File: src/rtl/VX_gpu_pkg.sv
// Shared definitions for the cache flush scheduler: FSM state encoding
// and the default uuid width forwarded to the cache banks.
package VX_gpu_pkg;

  // Width of the flush/request uuid tag.
  localparam int UUID_WIDTH = 16;

  // Flush sequencing states.
  typedef enum logic [2:0] {
    FS_IDLE  = 3'd0,
    FS_DRAIN = 3'd1,
    FS_FLUSH = 3'd2,
    FS_WAIT  = 3'd3,
    FS_DONE  = 3'd4
  } flush_state_e;

endpackage

File: src/rtl/cache_flush_rr_pick.sv
// Combinational round-robin picker: scans req_i starting at rr_ptr_i and
// returns the first requester found as a one-hot grant plus its index.
module cache_flush_rr_pick
  import VX_gpu_pkg::*;
#(
  parameter int NUM_REQS = 4,
  parameter int IDX_W    = (NUM_REQS > 1) ? $clog2(NUM_REQS) : 1
) (
  input  logic [NUM_REQS-1:0] req_i,
  input  logic [IDX_W-1:0]    rr_ptr_i,
  output logic [NUM_REQS-1:0] grant_o,
  output logic [IDX_W-1:0]    grant_idx_o,
  output logic                grant_valid_o
);

  logic [IDX_W-1:0] cand;

  // Walk offsets from farthest to nearest so the requester closest to the pointer wins.
  always_comb begin
    cand          = '0;
    grant_idx_o   = '0;
    grant_valid_o = 1'b0;
    grant_o       = '0;
    for (int i = NUM_REQS - 1; i >= 0; i--) begin
      cand = IDX_W'((int'(rr_ptr_i) + i) % NUM_REQS);
      if (req_i[cand]) begin
        grant_idx_o   = cand;
        grant_valid_o = 1'b1;
      end
    end
    grant_o[grant_idx_o] = grant_valid_o;
  end

endmodule

File: src/rtl/cache_flush_sched.sv
// Cache flush scheduler: arbitrates flush requests, drains the banks,
// pulses flush_begin, collects flush_end from every bank and acks the
// served requester(s).
// Build option: define CACHE_FLUSH_COALESCE_EN to let one flush satisfy
// every requester valid in the arbitration cycle.
module cache_flush_sched
  import VX_gpu_pkg::*;
#(
  parameter int NUM_REQS  = 4,
  parameter int NUM_BANKS = 1,
  parameter int UUID_W    = (UUID_WIDTH > 0) ? UUID_WIDTH : 1
) (
  input  logic                       clk,
  input  logic                       reset,
  input  logic [NUM_REQS-1:0]        flush_req_valid,
  input  logic [NUM_REQS*UUID_W-1:0] flush_req_uuid,
  output logic [NUM_REQS-1:0]        flush_req_ready,
  input  logic [NUM_BANKS-1:0]       bank_idle,
  output logic [NUM_BANKS-1:0]       flush_begin,
  output logic [UUID_W-1:0]          flush_uuid,
  input  logic [NUM_BANKS-1:0]       flush_end,
  output logic                       busy
);

  localparam int IDX_W = (NUM_REQS > 1) ? $clog2(NUM_REQS) : 1;

  flush_state_e         state_q;
  logic [IDX_W-1:0]     rr_ptr_q;
  logic [IDX_W-1:0]     grant_idx_q;
  logic [NUM_REQS-1:0]  served_q;
  logic [NUM_BANKS-1:0] done_q;
  logic [UUID_W-1:0]    flush_uuid_q;
  logic [NUM_BANKS-1:0] flush_begin_q;
  logic [NUM_REQS-1:0]  ready_q;
  logic                 busy_q;

  logic [NUM_REQS-1:0]  pick_grant;
  logic [IDX_W-1:0]     pick_idx;
  logic                 pick_valid;
  logic [NUM_REQS-1:0]  served_d;
  logic [NUM_BANKS-1:0] done_d;
  logic [IDX_W-1:0]     rr_ptr_d;
  logic [UUID_W-1:0]    uuid_arr [NUM_REQS];

  // Split the flat uuid bus into one entry per requester.
  for (genvar gi = 0; gi < NUM_REQS; gi++) begin : g_uuid
    assign uuid_arr[gi] = flush_req_uuid[gi*UUID_W +: UUID_W];
  end

  cache_flush_rr_pick #(
    .NUM_REQS (NUM_REQS),
    .IDX_W    (IDX_W)
  ) u_pick (
    .req_i         (flush_req_valid),
    .rr_ptr_i      (rr_ptr_q),
    .grant_o       (pick_grant),
    .grant_idx_o   (pick_idx),
    .grant_valid_o (pick_valid)
  );

  // Served set, bank completion accumulation and pointer advance past the granted requester.
  always_comb begin
`ifdef CACHE_FLUSH_COALESCE_EN
    served_d = flush_req_valid | pick_grant;
`else
    served_d = pick_grant;
`endif
    done_d   = done_q | flush_end;
    rr_ptr_d = (int'(grant_idx_q) == NUM_REQS - 1) ? '0 : grant_idx_q + 1'b1;
  end

  // Flush sequencing FSM with registered pulse/status outputs.
  always_ff @(posedge clk or posedge reset) begin
    if (reset) begin
      state_q       <= FS_IDLE;
      rr_ptr_q      <= '0;
      grant_idx_q   <= '0;
      served_q      <= '0;
      done_q        <= '0;
      flush_uuid_q  <= '0;
      flush_begin_q <= '0;
      ready_q       <= '0;
      busy_q        <= 1'b0;
    end else begin
      flush_begin_q <= '0;
      ready_q       <= '0;
      case (state_q)
        FS_IDLE: begin
          if (pick_valid) begin
            served_q     <= served_d;
            grant_idx_q  <= pick_idx;
            flush_uuid_q <= uuid_arr[pick_idx];
            busy_q       <= 1'b1;
            state_q      <= FS_DRAIN;
          end
        end
        FS_DRAIN: begin
          if (&bank_idle) begin
            flush_begin_q <= '1;
            state_q       <= FS_FLUSH;
          end
        end
        FS_FLUSH: begin
          // A bank may complete in the same cycle it sees flush_begin.
          done_q  <= done_d;
          state_q <= FS_WAIT;
        end
        FS_WAIT: begin
          if (&done_d) begin
            done_q  <= '0;
            ready_q <= served_q;
            state_q <= FS_DONE;
          end else begin
            done_q <= done_d;
          end
        end
        FS_DONE: begin
          rr_ptr_q <= rr_ptr_d;
          served_q <= '0;
          busy_q   <= 1'b0;
          state_q  <= FS_IDLE;
        end
        default: begin
          state_q <= FS_IDLE;
          busy_q  <= 1'b0;
        end
      endcase
    end
  end

  assign flush_req_ready = ready_q;
  assign flush_begin     = flush_begin_q;
  assign flush_uuid      = flush_uuid_q;
  assign busy            = busy_q;

`ifndef SYNTHESIS
  // A served requester must keep valid high until it is acked.
  a_served_hold: assert property (@(posedge clk) disable iff (reset)
    (state_q != FS_IDLE) |-> ((served_q & ~flush_req_valid) == '0));

  // Banks only report completion while a flush is outstanding.
  a_end_window: assert property (@(posedge clk) disable iff (reset)
    (|flush_end) |-> (state_q == FS_FLUSH || state_q == FS_WAIT));
`endif

endmodule

File: config.mk
export PLATFORM = sky130hd
export DESIGN_NAME = cache_flush_sched
export DESIGN_NICKNAME = d
export VERILOG_FILES = /design/src/rtl/VX_gpu_pkg.sv /design/src/rtl/cache_flush_rr_pick.sv /design/src/rtl/cache_flush_sched.sv
export SDC_FILE = /design/constraint.sdc
export NUM_CORES = 1
export LEC_CHECK = 0
export BUFFER_PORTS_ARGS = -buffer_cell sky130_fd_sc_hd__buf_2
export CORE_MARGIN = 2
export CORE_UTILIZATION = 41
export DETAILED_ROUTE_END_ITERATION = 10
export PLACE_DENSITY = 0.76
export SLEW_MARGIN = 10
export SYNTH_ARGS = -nofsm -noshare
export SYNTH_HDL_FRONTEND = slang
export SYNTH_SLANG_ARGS = --single-unit
File: constraint.sdc
create_clock -name clk -period 1.48 [get_ports clk]
set_input_delay 0.222 -clock clk [delete_from_list [all_inputs] [get_ports clk]]
set_output_delay 0.222 -clock clk [all_outputs]
set_load 0.01 [all_outputs]
==> flow_metrics.tcl, run 1 <==
set metrics [dict create \
    status "finished, violations left" \
    failed_checks "setup timing" \
    netSwitchingFraction_pct 37.5 \
    h-tree-depth 2 \
    fin_crit_ns 1.65 \
    ctsHoldBuffers 0 \
    placed_area_mm2 0.00255 \
    synth_cells 166 \
    post_drt_via_cell_ratio 5.24 \
    clock_latency_ns 0.28 \
    cp_cell_sequence "inv_2 -> a221oi_4 -> o22ai_4 -> buf_6 -> buf_12 -> mux2i_2 -> o221ai_2" \
    critPathRequiredTime_ns 1.63 \
    cp_slowest_stage_delay_ns 0.39 \
    r2r_cells 7 \
    start_kind "flip-flop" \
    clkSlewWorstSetupHoldPaths_ns 0.08 \
    ys_seq_elements 34 \
    worst_slack_ns -0.170 \
    slew_viol_final 0 \
    p_seq_share_pct 27.9 \
    fp-row-count 24 \
    cts-root-buf "clkbuf_8" \
    dieArea_mm2 0.00513 \
    layout_commonest_cell "buf_2" \
    finalInstanceArea_mm2 0.00294 \
    ir_drop_v 0.00115 \
    tightestPinTransition_ns 0.438 \
    syn_avg_cell_area_um2 11.3 \
    yosysUniqueCellTypes 32 \
    hold_class "in -> async" \
    fmax_mhz 606 \
    total_power_mw 5.68 \
    synth_area_mm2 0.00187 \
    critical_path.reg2reg.startpoint "rr_ptr_q[0]" \
    slew_headroom_pct 70.8 \
    die_w_um 71.6 \
    nets 356 \
    p_per_area_mw_per_mm2 1930 \
    rsz0062_at_grt "yes" \
    portBuffers 93 \
    antenna_found_initial 0 \
    totalWireLength_um 5160 \
    drc_errors 0 \
    cts_num_sinks 34 \
    detail_route.wl_per_cell_um 15.4 \
    arrival_ns 1.80 \
    period_share_pct 112 \
    setup_violations 19 \
    internal-power_mw 3.55 \
    synthesis.nets 239 \
    worst-path-max-fanout 11 \
    ys.warnings.count 0 \
    fin_util_pct 67.0 \
    grt_overflow 0 \
    syn2layout_area_growth_pct 56.6 \
    die_h_um 71.6 \
    power.leakage_nw 1.49 \
    gp_congestion 0.799 \
    power_switching_mw 2.13 \
    finClkSkew_ns 0.00746 \
    cp_slowest_cell "dfrtp_1" \
    seq_area_frac_synth_pct 45.4 \
    dpl.hpwl_um 3470 \
    mostFrequentLayoutCells "93 x buf_2, 33 x dfrtp_1, 26 x nand2_1, 15 x buf_4" \
    gr-usage-all-layers_pct 19.9 \
    drt_iter0_markers 67 \
    grt_pass1_wl_um 8110 \
    core_area_mm2 0.00438 \
    cts_buffer_depth 2 \
    numCtsBuffers 5 \
    cts_tree "built" \
    antenna_left 0 \
    final_hold_viol_count 0 \
    critPathCaptureType "flip-flop" \
    crit_start "rr_ptr_q[0]" \
    maxCapViolations 0 \
    p_comb_share_pct 57.5 \
    start_util_pct 42.8 \
    final.setup.tns_ns -2.60 \
    vias 1761 \
    insertedDiodeCount 0 \
    crit_type "reg -> reg" \
    grt_pass1_vias 1827 \
    ios 94 \
    clkPwrFrac_pct 14.6 \
    grt_start_max_net_pins 35 \
    layout-drive-gt1-share_pct 61.3 \
    firstDrtPassIters 4 \
]
## Yosys cell counts, drive strengths merged
library cell	number	area share, %
a221oi	2	0.93
o221ai	16	10
nand3	3	0.80
nor2b	2	0.67
or2	1	0.33
a31oi	2	0.67
inv	6	1.2
nor2	6	1.6
a32o	1	0.53
buf	10	4.9
mux2i	32	17
a21oi	3	0.80
nand2b	3	1.8
nand2	26	5.2
a21o	1	0.40
a21boi	1	0.40
o22ai	1	0.33
o21ai	4	1.1
and2	4	1.3
a2bb2o	1	0.60
dfrtp	34	45
nor4	1	0.67
mux2	1	0.60
nand3b	1	0.40
nor3	1	0.27
o31ai	2	0.80
ha	1	0.67
## cell type report
class,count,area (um2)
Clock buffer,5,68.8
Clock inverter,3,40.0
Fill cell,341,1450
Inverter,6,22.5
Multi-Input combinational cell,116,1100
Sequential cell,34,852
Tap cell,52,65.1
Timing Repair Buffer,120,791
## power by group through the flow
stage	clock [mW]	combinational, mW	sequential, mW
2_1_floorplan	0	1.57	1.67
3_3_place_gp	0	2.55	1.57
3_5_place_dp	0	2.66	1.57
4_1_cts	0.844	3.03	1.57
5_1_grt	0.898	3.50	1.63
6_report	0.831	3.26	1.59
## metal layers
metal	routed length [um]	GRT usage (%)	up-vias
met3	291	4.36	4
met2	2790	35.8	67
met4	48	5.45	0
met5	0	0	-
li1	-	-	843
met1	2030	24.0	847
## per-stage QoR
| step | hold slack (ns) | cells | worst slack, ns |
|---|---|---|---|
| after floorplan | 0.364 | 166 | -0.0711 |
| after detailed placement | 0.341 | 321 | -0.260 |
| after global routing | 0.0506 | 336 | -0.221 |
| after CTS | 0.0432 | 334 | -0.181 |
| final | 0.0274 | 336 | -0.170 |
| after global placement | 0.337 | 321 | -0.148 |
## path summary, 6_finish.rpt
path                                  endpoint  slack (ns)
worst max-delay path             flush_uuid[3]       -0.17
worst min-delay path               flush_begin        0.03
worst max register to register   flush_uuid[3]       -0.17
worst min register to register  grant_idx_q[1]        0.48
max in group asynchronous          rr_ptr_q[1]        1.11
min in group clk                   flush_begin        0.20
## worst max-delay path: cells and delay by family (launching register included)
kind	cells	cell delay, ns
mux	1	0.21
flops	1	0.39
compound gates	3	0.55
buf+inv	3	0.37
## flip-flops by register name (all words and copies together) (netlist names)
signal,cells
busy,1
done_q,1
flush_begin,1
flush_req_ready,4
flush_uuid,16
grant_idx_q,2
rr_ptr_q,2
served_q,4
state_q,3
## repair_timing
item,CTS,global route
buffers inserted,4,4
pin swaps,5,13
setup endpoints to repair,19,22
gates resized for setup,17,30
cloned,2,0
## logic make-up (layout without fill, tap and decap cells)
| family | after synthesis | count (layout) | synth area share [%] |
|---|---|---|---|
| multiplexers | 33 | 33 | 17.7 |
| adder cells (fa/ha/maj) | 1 | 1 | 0.667 |
| buffers and inverters | 16 | 134 | 6.14 |
| AO/OA/AOI/OAI | 34 | 34 | 17.0 |
| AND/OR/NAND/NOR | 48 | 48 | 13.1 |
| flip-flops | 34 | 34 | 45.4 |
(Power assumes the default switching activity.)
==> run 2, diff against run 1 <==
--- a/config.mk
+++ b/config.mk
@@ -9,7 +9,7 @@
 export CORE_MARGIN = 2
 export CORE_UTILIZATION = 41
 export DETAILED_ROUTE_END_ITERATION = 10
-export PLACE_DENSITY = 0.76
+export PLACE_DENSITY = 0.86
 export SLEW_MARGIN = 10
 export SYNTH_ARGS = -nofsm -noshare
 export SYNTH_HDL_FRONTEND = slang
==> run 2 against run 1 <==
  * Sequential power is essentially flat
  * Final area shrank 7.2%
  * The run still ends with setup timing left
  * First-iteration DRC count grew 1.5%
  * Die area is the same
  * Sequential share of layout area grew 2.2 points
  * Utilization shrank 4.9 points
  * Final cell count shrank 2.7%
  * Wire length shrank 11%
  * Count of clock-buffer cells in the layout grew 1
  * Power shrank 12%
==> flow_metrics.tcl, run 2 (synthesis results as in run 1) <==
set metrics [dict create \
    cts_num_sinks 34 \
    largest_reg_flops 16 \
    slew_headroom_pct 72.0 \
    fp-row-count 24 \
    totalWireLength_um 4580 \
    dpl.hpwl_um 3460 \
    firstDrtPassIters 4 \
    numCtsBuffers 5 \
    grtUsageMet1_pct 21.2 \
    use_met2_pct 33.7 \
    nets 347 \
    arrival_ns 1.75 \
    start_util_pct 42.8 \
    die_w_um 71.6 \
    layout_commonest_cell "buf_2" \
    worst_slack_ns -0.115 \
    period_share_pct 108 \
    layout-drive-gt1-share_pct 54.9 \
    status "finished, violations left" \
    post_drt_via_cell_ratio 5.12 \
    insertedDiodeCount 0 \
    core_area_mm2 0.00438 \
    grt_overflow 0 \
    h-tree-depth 2 \
    grt_start_max_net_pins 35 \
    rsz0062_at_grt "yes" \
    start_kind "flip-flop" \
    fin_crit_ns 1.60 \
    fmax_mhz 627 \
    die_h_um 71.6 \
    gr-usage-all-layers_pct 18.3 \
    grt_pass1_wl_um 7450 \
    setup_violations 16 \
    maxCapViolations 0 \
    mostFrequentLayoutCells "93 x buf_2, 34 x dfrtp_1, 26 x nand2_1, 23 x mux2i_1, 13 x buf_4" \
    antenna_found_initial 0 \
    cts-root-buf "clkbuf_8" \
    grt_pass1_vias 1719 \
    busiest_layer "met2" \
    failed_checks "setup timing" \
    syn2layout_area_growth_pct 45.3 \
    ctsHoldBuffers 0 \
    critPathCaptureType "flip-flop" \
    p_per_area_mw_per_mm2 1830 \
    final_hold_viol_count 0 \
    hold_class "in -> async" \
    vias 1674 \
    tightestPinTransition_ns 0.421 \
    crit_type "reg -> reg" \
    met3_usage_pct 5.34 \
    portBuffers 93 \
    fillers 366 \
    slew_viol_final 0 \
    detail_route.wl_per_cell_um 14.0 \
    worst-path-max-fanout 19 \
    finClkSkew_ns 0.00950 \
    dp_slack_ns -0.248 \
    ir_drop_v 0.000917 \
    ios 94 \
    clock_latency_ns 0.28 \
    dieArea_mm2 0.00513 \
    clkSlewWorstSetupHoldPaths_ns 0.07 \
    final.setup.tns_ns -1.38 \
    gp_congestion 0.752 \
    critPathRequiredTime_ns 1.64 \
    power.leakage_nw 1.43 \
    antenna_left 0 \
    drt_iter0_markers 68 \
    cts_tree "built" \
    cts_buffer_depth 2 \
    drc_errors 0 \
]
run 2: routing by layer:
layer  up-vias  wire length (um)
met2        60              2420
li1        824                 -
met3         4               302
met5         -                 0
met1       786              1840
met4         0                19
run 2: worst paths after layout:
| check | from | slack [ns] | cells past startpoint | to |
|---|---|---|---|---|
| worst max register to register | rr_ptr_q[0] | -0.12 | 6 | flush_uuid[4] |
| max in group asynchronous | reset | 1.15 | 3 | flush_uuid[11] |
| min in group clk | bank_idle | 0.22 | 3 | state_q[1] |
| worst min-delay path | reset | 0.02 | 3 | flush_req_ready[3] |
| worst max-delay path | rr_ptr_q[0] | -0.12 | 6 | flush_uuid[4] |
| worst min register to register | grant_idx_q[1] | 0.48 | 2 | grant_idx_q[1] |
run 2: cell type report:
type                    instances  area (um2)  share of cell area, %
multi-input cells             116        1040                   38.3
clock buffers                   6        82.6                   3.03
clock inverters                 2        12.5                  0.460
flip-flops and latches         34         851                   31.3
repair buffers                111         646                   23.7
well taps                      52        65.1                   2.39
inverters                       6        22.5                  0.827
run 2: worst max-delay path: stages, from the launching register on:
cell	delay [ns]
dfrtp_1	0.42
inv_2	0.08
a221oi_4	0.32
o22ai_4	0.14
buf_12	0.19
mux2i_2	0.20
o221ai_2	0.12
run 2: what timing repair did:
action	CTS	global route
endpoints found under the setup margin	20	22
buffers inserted	2	0
gates resized for setup	14	14
pin swaps	3	1
run 2: stage by stage:
step / hold WS (ns) / cell area (um2) / total power, mW / std cells / utilization, %
CTS: 0.0331 / 2650 / 4.90 / 327 / 60.5
finish: 0.0221 / 2720 / 4.99 / 327 / 62.1
detailed placement: 0.339 / 2480 / 4.02 / 317 / 56.6
global placement: 0.334 / 2480 / 3.92 / 317 / 56.6
floorplan: 0.364 / 1880 / 3.24 / 166 / -
global route: 0.0445 / 2720 / 5.36 / 327 / 62.1
run 2: where the power goes:
group,switching [mW],total (mW),internal (mW)
Combinational,1.34,2.71,1.36
Clock,0.333,0.706,0.374
Sequential,0.250,1.58,1.33
